[config.mk]
export PLATFORM = sky130hd
export DESIGN_NAME = routing_join_controller
export DESIGN_NICKNAME = d
export VERILOG_FILES = /design/src/rtl/system_types_pkg.sv /design/src/rtl/routing_timeout_timer.sv /design/src/rtl/routing_join_controller.sv
export SDC_FILE = /design/constraint.sdc
export NUM_CORES = 1
export LEC_CHECK = 0
export BUFFER_PORTS_ARGS = -buffer_cell sky130_fd_sc_hd__buf_2
export CAP_MARGIN = 20
export CORE_ASPECT_RATIO = 1.2
export CORE_MARGIN = 4
export CORE_UTILIZATION = 48
export DETAILED_ROUTE_END_ITERATION = 7
export GPL_TIMING_DRIVEN = 0
export HOLD_SLACK_MARGIN = 0.06
export PLACE_DENSITY = 0.94
export SLEW_MARGIN = 20
export SYNTH_ARGS = -nofsm -noshare
export SYNTH_HDL_FRONTEND = slang
export SYNTH_SLANG_ARGS = --single-unit
[constraint.sdc]
create_clock -name clk -period 4.3 [get_ports clk]
set_input_delay 0.215 -clock clk [delete_from_list [all_inputs] [get_ports clk]]
set_output_delay 0.215 -clock clk [all_outputs]
set_load 0.005 [all_outputs]
[src/rtl/system_types_pkg.sv]
// rtl/system_types_pkg.sv - shared system message, routing state and payload types for the node router
package system_types;

    typedef enum logic [3:0] {
        INIT                      = 4'd0,
        I_GENERATE_PARENT_REQUEST = 4'd1,
        I_WAIT_PARENT_ACK         = 4'd2,
        I_GENERATE_JOIN_REQUEST   = 4'd3,
        I_WAIT_JOIN_ACK           = 4'd4,
        S_GENERATE_PARENT_REQUEST = 4'd5,
        S_WAIT_PARENT_ACK         = 4'd6,
        S_GENERATE_JOIN_REQUEST   = 4'd7,
        S_WAIT_JOIN_ACK           = 4'd8,
        NORMAL                    = 4'd9,
        FATAL_ERROR               = 4'd10
    } routing_state_t;

    typedef enum logic [7:0] {
        S_NONE           = 8'h00,
        S_PARENT_REQUEST = 8'h01,
        S_PARENT_ACK     = 8'h02,
        S_JOIN_REQUEST   = 8'h03,
        S_JOIN_ACK       = 8'h04,
        S_RESET          = 8'h05,
        S_HEARTBEAT      = 8'h06
    } system_header_t;

    typedef logic [7:0]  node_id_t;
    typedef logic [63:0] system_payload_t;

    typedef struct packed {
        logic [62:0] rsvd;
        logic        is_init;
    } parent_request_t;

    typedef struct packed {
        logic [46:0] rsvd;
        logic        is_init;
        node_id_t    parent_id;
        node_id_t    child_id;
    } parent_ack_t;

    typedef struct packed {
        logic [46:0] rsvd;
        logic        is_init;
        node_id_t    parent_id;
        node_id_t    child_id;
    } join_request_t;

    typedef struct packed {
        logic [38:0] rsvd;
        logic        is_init;
        node_id_t    cur_id;
        node_id_t    parent_id;
        node_id_t    child_id;
    } join_ack_t;

    localparam int ROUTING_DEFAULT_TIMEOUT   = 1024;
    localparam int ROUTING_DEFAULT_MAX_RETRY = 3;
    localparam int ROUTING_DEFAULT_HEARTBEAT = 256;

    // I_ states belong to the initial join; S_ states to a re-join after separation.
    function automatic logic state_is_init(routing_state_t s);
        return s inside {I_GENERATE_PARENT_REQUEST, I_WAIT_PARENT_ACK,
                         I_GENERATE_JOIN_REQUEST, I_WAIT_JOIN_ACK};
    endfunction

endpackage

[src/rtl/routing_timeout_timer.sv]
// rtl/routing_timeout_timer.sv - loadable down-counter flagging expiry at zero
module routing_timeout_timer #(
    parameter int WIDTH = 10
) (
    input  logic             clk,
    input  logic             rst_n,
    input  logic             load,
    input  logic [WIDTH-1:0] load_value,
    input  logic             enable,
    output logic             expired
);

    logic [WIDTH-1:0] count_q;

    always_ff @(posedge clk or negedge rst_n) begin
        if (!rst_n) begin
            count_q <= '0;
        end else if (load) begin
            count_q <= load_value;
        end else if (enable && count_q != '0) begin
            count_q <= count_q - 1'b1;
        end
    end

    assign expired = (count_q == '0);

endmodule

[src/rtl/routing_join_controller.sv]
// rtl/routing_join_controller.sv - network-join handshake sequencer; heartbeat emission under ROUTING_HEARTBEAT_EN
module routing_join_controller
    import system_types::*;
#(
    parameter int TIMEOUT_CYCLES   = ROUTING_DEFAULT_TIMEOUT,
    parameter int MAX_RETRY        = ROUTING_DEFAULT_MAX_RETRY,
    parameter int HEARTBEAT_PERIOD = ROUTING_DEFAULT_HEARTBEAT
) (
    input  logic        clk,
    input  logic        rst_n,
    input  logic        start,
    input  logic        separate,
    output logic        tx_valid,
    input  logic        tx_ready,
    output logic [7:0]  tx_header,
    output logic [63:0] tx_payload,
    input  logic        rx_valid,
    input  logic [7:0]  rx_header,
    input  logic [63:0] rx_payload,
    output logic [3:0]  state,
    output logic [7:0]  node_id,
    output logic [7:0]  parent_id,
    output logic        joined,
    output logic        fatal
);

    localparam int TW = $clog2(TIMEOUT_CYCLES);
    localparam int RW = $clog2(MAX_RETRY + 1);

    routing_state_t state_q, state_d;
    logic [RW-1:0]  retry_q;
    node_id_t       cap_parent_q, cap_child_q, node_id_q, parent_id_q;

    logic          tmr_load, tmr_enable, tmr_expired;
    logic [TW-1:0] tmr_value;
    logic          retry_clr, retry_inc, capture, commit;

    parent_ack_t rx_pack;
    join_ack_t   rx_jack;
    logic        rx_unused;
    logic        path_init, rx_reset, pack_match, jack_match, tx_fire, retries_spent;

    assign rx_pack   = parent_ack_t'(rx_payload);
    assign rx_jack   = join_ack_t'(rx_payload);
    assign rx_unused = ^{rx_pack.rsvd, rx_jack.rsvd, rx_jack.cur_id};

    assign path_init  = state_is_init(state_q);
    assign rx_reset   = rx_valid && (rx_header == S_RESET);
    assign pack_match = rx_valid && (rx_header == S_PARENT_ACK) && (rx_pack.is_init == path_init);
    assign jack_match = rx_valid && (rx_header == S_JOIN_ACK) && (rx_jack.is_init == path_init)
                        && (rx_jack.parent_id == cap_parent_q) && (rx_jack.child_id == cap_child_q);
    assign tx_fire       = tx_valid && tx_ready;
    assign retries_spent = (retry_q == RW'(MAX_RETRY));

    routing_timeout_timer #(.WIDTH(TW)) u_ack_timer (
        .clk        (clk),
        .rst_n      (rst_n),
        .load       (tmr_load),
        .load_value (tmr_value),
        .enable     (tmr_enable),
        .expired    (tmr_expired)
    );

    always_ff @(posedge clk or negedge rst_n) begin
        if (!rst_n) state_q <= INIT;
        else        state_q <= state_d;
    end

    always_comb begin
        state_d    = state_q;
        tmr_load   = 1'b0;
        tmr_value  = TW'(TIMEOUT_CYCLES - 1);
        tmr_enable = 1'b0;
        retry_clr  = 1'b0;
        retry_inc  = 1'b0;
        capture    = 1'b0;
        commit     = 1'b0;
        if (rx_reset) begin
            state_d   = INIT;
            tmr_load  = 1'b1;
            tmr_value = '0;
            retry_clr = 1'b1;
        end else begin
            case (state_q)
                INIT: if (start) begin
                    state_d   = I_GENERATE_PARENT_REQUEST;
                    retry_clr = 1'b1;
                end
                I_GENERATE_PARENT_REQUEST, S_GENERATE_PARENT_REQUEST: if (tx_fire) begin
                    state_d   = path_init ? I_WAIT_PARENT_ACK : S_WAIT_PARENT_ACK;
                    tmr_load  = 1'b1;
                    retry_inc = 1'b1;
                end
                I_GENERATE_JOIN_REQUEST, S_GENERATE_JOIN_REQUEST: if (tx_fire) begin
                    state_d  = path_init ? I_WAIT_JOIN_ACK : S_WAIT_JOIN_ACK;
                    tmr_load = 1'b1;
                end
                I_WAIT_PARENT_ACK, S_WAIT_PARENT_ACK, I_WAIT_JOIN_ACK, S_WAIT_JOIN_ACK: begin
                    tmr_enable = 1'b1;
                    // An ack arriving on the expiry cycle still counts.
                    if (pack_match && (state_q == I_WAIT_PARENT_ACK || state_q == S_WAIT_PARENT_ACK)) begin
                        state_d = path_init ? I_GENERATE_JOIN_REQUEST : S_GENERATE_JOIN_REQUEST;
                        capture = 1'b1;
                    end else if (jack_match && (state_q == I_WAIT_JOIN_ACK || state_q == S_WAIT_JOIN_ACK)) begin
                        state_d = NORMAL;
                        commit  = 1'b1;
                    end else if (tmr_expired) begin
                        state_d = retries_spent ? FATAL_ERROR
                                : (path_init ? I_GENERATE_PARENT_REQUEST : S_GENERATE_PARENT_REQUEST);
                    end
                end
                NORMAL: if (separate) begin
                    state_d   = S_GENERATE_PARENT_REQUEST;
                    retry_clr = 1'b1;
                end
                default: ;
            endcase
        end
    end

    always_ff @(posedge clk or negedge rst_n) begin
        if (!rst_n) begin
            retry_q      <= '0;
            cap_parent_q <= '0;
            cap_child_q  <= '0;
            node_id_q    <= '0;
            parent_id_q  <= '0;
        end else begin
            if (retry_clr)                         retry_q <= '0;
            else if (retry_inc && !retries_spent)  retry_q <= retry_q + 1'b1;
            if (rx_reset) begin
                cap_parent_q <= '0;
                cap_child_q  <= '0;
                node_id_q    <= '0;
                parent_id_q  <= '0;
            end else begin
                if (capture) begin
                    cap_parent_q <= rx_pack.parent_id;
                    cap_child_q  <= rx_pack.child_id;
                end
                if (commit) begin
                    node_id_q   <= cap_child_q;
                    parent_id_q <= cap_parent_q;
                end
            end
        end
    end

`ifdef ROUTING_HEARTBEAT_EN
    localparam int HW = (HEARTBEAT_PERIOD > 2) ? $clog2(HEARTBEAT_PERIOD) : 1;
    logic in_normal, hb_expired, hb_pending;
    assign in_normal = (state_q == NORMAL);

    // The period timer reloads on NORMAL entry and on every expiry, so beats stay periodic.
    routing_timeout_timer #(.WIDTH(HW)) u_hb_timer (
        .clk        (clk),
        .rst_n      (rst_n),
        .load       (commit || (in_normal && hb_expired)),
        .load_value (HW'(HEARTBEAT_PERIOD - 1)),
        .enable     (in_normal),
        .expired    (hb_expired)
    );

    always_ff @(posedge clk or negedge rst_n) begin
        if (!rst_n)                                  hb_pending <= 1'b0;
        else if (rx_reset || !in_normal || separate) hb_pending <= 1'b0;
        else if (hb_expired)                         hb_pending <= 1'b1;
        else if (tx_fire)                            hb_pending <= 1'b0;
    end
`else
    localparam int hb_period_unused = HEARTBEAT_PERIOD;
`endif

    always_comb begin
        tx_valid   = 1'b0;
        tx_header  = S_NONE;
        tx_payload = '0;
        case (state_q)
            I_GENERATE_PARENT_REQUEST, S_GENERATE_PARENT_REQUEST: begin
                tx_valid   = 1'b1;
                tx_header  = S_PARENT_REQUEST;
                tx_payload = parent_request_t'{rsvd: '0, is_init: path_init};
            end
            I_GENERATE_JOIN_REQUEST, S_GENERATE_JOIN_REQUEST: begin
                tx_valid   = 1'b1;
                tx_header  = S_JOIN_REQUEST;
                tx_payload = join_request_t'{rsvd: '0, is_init: path_init,
                                             parent_id: cap_parent_q, child_id: cap_child_q};
            end
`ifdef ROUTING_HEARTBEAT_EN
            NORMAL: if (hb_pending) begin
                tx_valid  = 1'b1;
                tx_header = S_HEARTBEAT;
            end
`endif
            default: ;
        endcase
    end

    assign state     = state_q;
    assign node_id   = node_id_q;
    assign parent_id = parent_id_q;
    assign joined    = (state_q == NORMAL);
    assign fatal     = (state_q == FATAL_ERROR);

endmodule

==> key figures, run 1 <==
Timing
  • Setup Skew: between 0.01 and 0.015 ns
  • Setup TNS: 0 ns
  • Worst slew margin: 0.6033
  • Max frequency: a little under 0.4 GHz
  • Max-slew violations: 0
  • Final min period: 2.521 ns
  • Worst-margin pin slew: between 0.5 and 0.6 ns
  • Fin Hold WS: 0.1425 ns
  • Crit share post-route: 0.5864
  • Setup violators final: 0
  • RSZ-0062 raised after global routing: no
  • Final Hold Fails: 0

Layout
  • Post-route cell area: 3831 µm²
  • Share of cells above drive strength 1: 0.2934
  • Layout area overhead: 25.59%
  • Fill cells: 502
  • Register area: 1201 µm²
  • Final nets: 564
  • Antenna diodes: 0
  • Area of the multi-input gates: 1503 µm²

Routing
  • Routed len/inst: 14.55 µm
  • Antenna-violating nets left: 0
  • Pre-antenna DRT Iters: 4
  • Drt first-iter violations: around 170
  • Remaining DRCs: 0
  • Final WL: 8238 µm
  • Vias after detailed routing: 2,893
  • Vias/cell: ~5.1

Run status
  • Status: completed

Floorplan
  • Row count: 31
  • Total Die Area: 7699 µm²
  • Die Y: 95.33 µm
  • Initial core utilization: 0.5009
  • Core ar.: 6090 µm²
  • I/O pin cnt: 173
  • Die width: 80.77 µm

Clock network
  • Clock Latency Late Sink: roughly 0.3 ns
  • Clk sinks: 48
  • CTS buffer count: 5
  • Worst-path clk slew: 0.09 ns
  • Post-CTS setup buffers: 0
  • Root Buffer: clkbuf_8
  • Clock Path Buffers: 2
  • CTS tree: done
  • H-tree depth: 2

Worst setup path
  • Worst reg2reg endpoint: parent_id[7]
  • Crit path cell chain: clkbuf_1 > nand2b_1 > mux2_2 > nor3_1 > nand4_1 > clkbuf_1 > buf_1 > nand3_1 > o21ai_0
  • Setup crit end kind: flip-flop
  • CP startpoint: state[3]
  • Critical path's top delay family: buffers and inverters
  • Startpoint Class: flip-flop
  • Worst EP required: 4.47 ns
  • Most common cell on crit path: clkbuf_1
  • Bufs and invs on worst path: 3
  • Crit Path Class: reg2reg
  • CP arrival: 2.69 ns
  • CP endpoint: parent_id[7]
  • R2R depth: 9
  • Worst path max stage delay: 0.42 ns
  • WP depth: 9
  • FF-to-FF setup slack: 1.78 ns
  • Max FO, Critical Path: 10
  • Critical R2R Launch: state[3]
  • Slowest cell on crit path: dfrtp_1

Global route
  • Initial antenna violation count: 0
  • Gr usage total: 0.2133
  • Pin count of the biggest net entering global routing: 49
  • GRT overflow: 0
  • Vias in the first global route: 2,749
  • First-pass GRT wire length: 12,790 µm

Pwr
  • Combinational power share: 0.400
  • Net Switching: 497.5 µW
  • Maximum VDD drop: 0.2443 mV
  • Clk pwr share: 0.205
  • Pwr Density: 353.2 nW/µm²
  • Power Total: 1.353 mW
  • Sw Share: 0.3676
  • Sequential share of power: 0.394
  • Internal power: 855.6 µW
  • Leakage: 2.033 nW

Placement
  • RePlAce Congestion: 0.9294
  • Detail Placement HPWL: approximately 6300 µm
  • IO Port Bufs: 73
  • DP Area: approximately 3700 µm²

Yosys
  • Post-synth EDFFs: 0
  • Register area share after synthesis: 0.3938
  • Async set or reset register ratio after synthesis: 1.000
  • Cell area after synthesis: 3050 µm²
  • Yosys warns: 0
  • Post-Syn Instances: around 350
  • Syn_area_per_cell: 8.740 µm²
  • Synth unique cells: 39
  • Post-synthesis register bit count: 48
  • Ys flop type: dfrtp_1

Run
  • Max Cap Viol: 0

Min path
  • Worst min path class: in2reg
## power groups by stage
stage | logic [mW] | registers (mW) | clock network, mW
finish | 0.541 | 0.534 | 0.278
floorplan | 0.352 | 0.534 | 0
global route | 0.599 | 0.540 | 0.302
CTS | 0.536 | 0.534 | 0.282
global placement | 0.514 | 0.539 | 0
detailed placement | 0.532 | 0.543 | 0
## sequential cells by signal (all words and copies together), names as in the netlist
| name | count |
|---|---|
| node_id | 8 |
| u_ack_timer.count_q | 10 |
| parent_id | 8 |
| retry_q | 2 |
| state | 4 |
| cap_child_q | 8 |
| cap_parent_q | 8 |
## worst min-delay path, delay by kind of cell
kind	cells	cell delay, ns
buf+inv	1	0.10
compound gates	1	0.06
simple gates	1	0.05
## timing repair
action                    in CTS  in global routing
hold endpoints to repair       0                 48
resized for setup              0                  0
hold buffers                   0                  1
## cells in the final DEF, fill, tap and decap left out, types with 3 or more instances in the layout
| master | netlist | routed |
|---|---|---|
| conb_1 | 1 | 53 |
| dfrtp_1 | 48 | 48 |
| clkbuf_8 | 0 | 6 |
| nand2b_1 | 5 | 5 |
| inv_1 | 19 | 19 |
| a21oi_1 | 14 | 14 |
| nand2_1 | 28 | 28 |
| clkbuf_1 | 16 | 17 |
| buf_2 | 0 | 73 |
| buf_1 | 3 | 3 |
| buf_4 | 54 | 55 |
| xor2_1 | 14 | 14 |
| o21ai_0 | 23 | 23 |
| nand3_1 | 25 | 25 |
| nor2_1 | 9 | 9 |
| nor3_1 | 3 | 3 |
| ha_1 | 3 | 3 |
| nor4_1 | 6 | 5 |
| and3_1 | 18 | 18 |
| xnor2_1 | 12 | 12 |
| o31ai_1 | 19 | 19 |
| nand4_1 | 3 | 3 |
## metal layers
metal  wire length [µm]  GRT usage  vias up
met5                  0          0        -
met4                160    0.08028        0
met3                920    0.03875       20
met2               4094     0.3750      181
met1               3063     0.2588     1338
li1                   -          -     1354
## cells by family (layout without fill, tap and decap cells)
group / after synthesis / in the layout / synth area share
other cells: 1 / 53 / 0.001229
compound gates: 66 / 66 / 0.1321
mux: 2 / 2 / 0.006973
flops: 48 / 48 / 0.3938
simple gates: 111 / 111 / 0.1993
xor+xnor: 26 / 26 / 0.07465
fa+ha+maj: 3 / 3 / 0.01231
buf+inv: 92 / 175 / 0.1797
## worst min-delay path by stage
| stage | start | to | slack, ns | depth (start not counted) |
|---|---|---|---|---|
| after floorplan | rst_n | cap_child_q[0] | -0.08 | 0 |
| after global placement | rst_n | parent_id[2] | 0.44 | 1 |
| after detailed placement | rx_payload[10] | cap_parent_q[2] | 0.45 | 3 |
| after CTS | rst_n | parent_id[4] | 0.14 | 1 |
| after global routing | rx_payload[3] | cap_child_q[3] | 0.14 | 3 |
| final | rx_payload[13] | cap_parent_q[5] | 0.14 | 3 |
## final cells by class
cell class / count / share of cell area
multi-input cells: 261 / 0.3922
flip-flops and latches: 48 / 0.3135
plain buffers: 73 / 0.1244
repair buffers: 75 / 0.09993
well taps: 82 / 0.02678
clock buffers: 7 / 0.02253
inverters: 19 / 0.01862
clock inverters: 1 / 0.001960
## synthesized netlist by cell type, types with 9 or more instances
cell,n,area (µm²)
buf_4,54,405.4
dfrtp_1,48,1201
nand2_1,28,105.1
nand3_1,25,125.1
o21ai_0,23,115.1
inv_1,19,71.32
o31ai_1,19,142.6
and3_1,18,112.6
clkbuf_1,16,60.06
a21oi_1,14,70.07
xor2_1,14,122.6
xnor2_1,12,105.1
nor2_1,9,33.78
## metrics by stage
step | util | worst slack [ns] | std cells
CTS | 0.6271 | 1.821 | 565
global route | 0.6291 | 1.644 | 566
detailed placement | 0.6117 | 1.552 | 557
global placement | 0.6098 | 1.425 | 556
finish | 0.6291 | 1.779 | 566
floorplan | - | 1.899 | 401
Power figures use the tool's default switching activity.
==> run 2: changes to the inputs <==
--- a/config.mk
+++ b/config.mk
@@ -9,11 +9,11 @@
 export CAP_MARGIN = 20
 export CORE_ASPECT_RATIO = 1.2
 export CORE_MARGIN = 4
-export CORE_UTILIZATION = 48
+export CORE_UTILIZATION = 45
 export DETAILED_ROUTE_END_ITERATION = 7
 export GPL_TIMING_DRIVEN = 0
 export HOLD_SLACK_MARGIN = 0.06
-export PLACE_DENSITY = 0.94
+export PLACE_DENSITY = 0.89
 export SLEW_MARGIN = 20
 export SYNTH_ARGS = -nofsm -noshare
 export SYNTH_HDL_FRONTEND = slang
==> constraint.sdc (replaced) <==
create_clock -name clk -period 2.61 [get_ports clk]
set_input_delay 0.1305 -clock clk [delete_from_list [all_inputs] [get_ports clk]]
set_output_delay 0.1305 -clock clk [all_outputs]
set_load 0.005 [all_outputs]
==> key figures, run 2 (same netlist as run 1, synthesis figures left out) <==
Worst setup path
  • R2R depth: 9
  • Startpoint Class: flip-flop
  • Critical path's top delay family: simple AND/OR/NAND/NOR gates
  • Most common cell on crit path: clkbuf_2
  • Crit path cell chain: clkbuf_1 > nand2b_1 > mux2_2 > nor3_1 > nand4_1 > clkbuf_2 > clkbuf_2 > nand3_1 > o21ai_0
  • CP startpoint: state[2]
  • CP endpoint: node_id[5]
  • Bufs and invs on worst path: 3
  • CP arrival: roughly 2.5 ns
  • Worst reg2reg endpoint: node_id[5]
  • Worst path max stage delay: ~0.4 ns
  • Critical R2R Launch: state[2]
  • Worst EP required: 2.77 ns
  • Setup crit end kind: flip-flop
  • Slowest cell on crit path: dfrtp_1
  • Crit Path Class: reg2reg
  • Max FO, Critical Path: 10
  • WP depth: 9
  • FF-to-FF setup slack: 0.25 ns

Pwr
  • Sequential share of power: 0.392
  • Pwr Density: 580.7 nW/µm²
  • Net Switching: 824.0 µW
  • Sw Share: 0.3681
  • Clk pwr share: 0.206
  • Power Total: around 2.2 mW
  • Internal power: 1.415 mW
  • Combinational power share: 0.403
  • Leakage: slightly above 2 nW
  • Maximum VDD drop: between 0.2 and 0.3 mV

Clock network
  • Root Buffer: clkbuf_8
  • Clock Path Buffers: 2
  • Clock Latency Late Sink: approximately 0.3 ns
  • Post-CTS setup buffers: 0
  • Clk sinks: 48
  • CTS buffer count: 5
  • H-tree depth: 2
  • CTS tree: done
  • Worst-path clk slew: around 0.090 ns

Floorplan
  • I/O pin cnt: between 150 and 200
  • Die Y: 98.19 µm
  • Core ar.: 6526 µm²
  • Row count: 32
  • Die width: 83.16 µm
  • Initial core utilization: 0.4674
  • Total Die Area: 8165 µm²

Global route
  • GRT overflow: 0
  • Initial antenna violation count: 0
  • Vias in the first global route: 2,910
  • First-pass GRT wire length: between 10,000 and 15,000 µm
  • Gr usage total: 0.1990
  • Pin count of the biggest net entering global routing: 49

Timing
  • Max-slew violations: 0
  • Setup Skew: 0.01181 ns
  • Final Hold Fails: 0
  • Setup violators final: 0
  • RSZ-0062 raised after global routing: no
  • Crit share post-route: 0.9057
  • Setup TNS: 0 ns
  • Worst slew margin: 0.6013
  • Final min period: 2.364 ns
  • Fin Hold WS: 0.06412 ns
  • Max frequency: 0.4231 GHz
  • Worst-margin pin slew: 0.5981 ns

Layout
  • Commonest non-fill, non-tap cells in the layout: buf_2, buf_4, conb_1
  • Commonest non-fill, non-tap cell in the layout: buf_2
  • Antenna diodes: 0
  • Final nets: 566
  • Reg with most FFs: u_ack_timer.count_q
  • Layout area overhead: 26.37%
  • Share of cells above drive strength 1: 0.2963
  • Final Non-Filler Cells: 571
  • Max reg flops: 10

Routing
  • Drt first-iter violations: 229
  • Remaining DRCs: 0
  • Vias/cell: 5.095
  • Antenna-violating nets left: 0
  • Vias after detailed routing: 2,909
  • Pre-antenna DRT Iters: 5
  • Final WL: 8422 µm
  • Routed len/inst: 14.75 µm

Placement
  • RePlAce Congestion: 0.9461
  • DP Cell Count: 560
  • IO Port Bufs: 73
  • Detail Placement HPWL: 6381 µm

Run
  • Max Cap Viol: 0

Min path
  • Worst min path class: in2reg

Run status
  • Status: completed
==> run 2: per-layer routing <==
metal,global-route usage,wire length [µm],part of all wire,vias up
met2,0.3401,4191,0.50,194
met4,0.1019,255,0.030,0
met3,0.04388,785,0.093,21
li1,-,-,-,1356
met5,0,0,0,-
met1,0.2341,3189,0.38,1338
==> run 2: power by group through the flow <==
stage | registers, mW | logic (mW) | clock network, mW
final | 0.877 | 0.901 | 0.460
after global routing | 0.887 | 0.987 | 0.480
after CTS | 0.877 | 0.883 | 0.463
after detailed placement | 0.891 | 0.874 | 0
after global placement | 0.887 | 0.850 | 0
after floorplan | 0.879 | 0.580 | 0
==> run 2: how the worst min path moves through the flow <==
stage,start,to,depth (start not counted)
after global placement,rst_n,parent_id[2],1
after floorplan,rst_n,cap_child_q[0],0
final,rx_payload[10],cap_parent_q[2],3
after CTS,rx_payload[2],cap_child_q[2],3
after detailed placement,rst_n,parent_id[2],1
after global routing,rx_payload[1],cap_child_q[1],3
==> run 2: through the flow <==
step	utilization	setup WS (ns)	cell area, µm²
6_report	0.5907	0.2462	3855
5_1_grt	0.5907	0.04415	3855
2_1_floorplan	-	0.2931	3246
4_1_cts	0.5897	0.1405	3849
3_3_place_gp	0.5696	-0.1606	3717
3_5_place_dp	0.5713	-0.07382	3729
==> run 2: final cells by class <==
cell class                      instances  area (µm²)
Buffer                                 73       480.5
Clock buffer                            8       90.09
Timing Repair Buffer                   77       402.9
Inverter                               19       71.32
Sequential cell                        48        1201
Fill cell                             594        2671
Tap cell                               85       106.4
Multi-Input combinational cell        261        1503
==> run 2: timing repair <==
action,4_1_cts,5_1_grt
setup endpoints to repair,0,15
resized for setup,0,5
hold buffers,3,0
endpoints found under the hold margin,27,0
==> run 2: tightest hold or removal path: stages <==
cell	delay (ns)
buf_2	0.09
nand2_1	0.05
o31ai_1	0.06
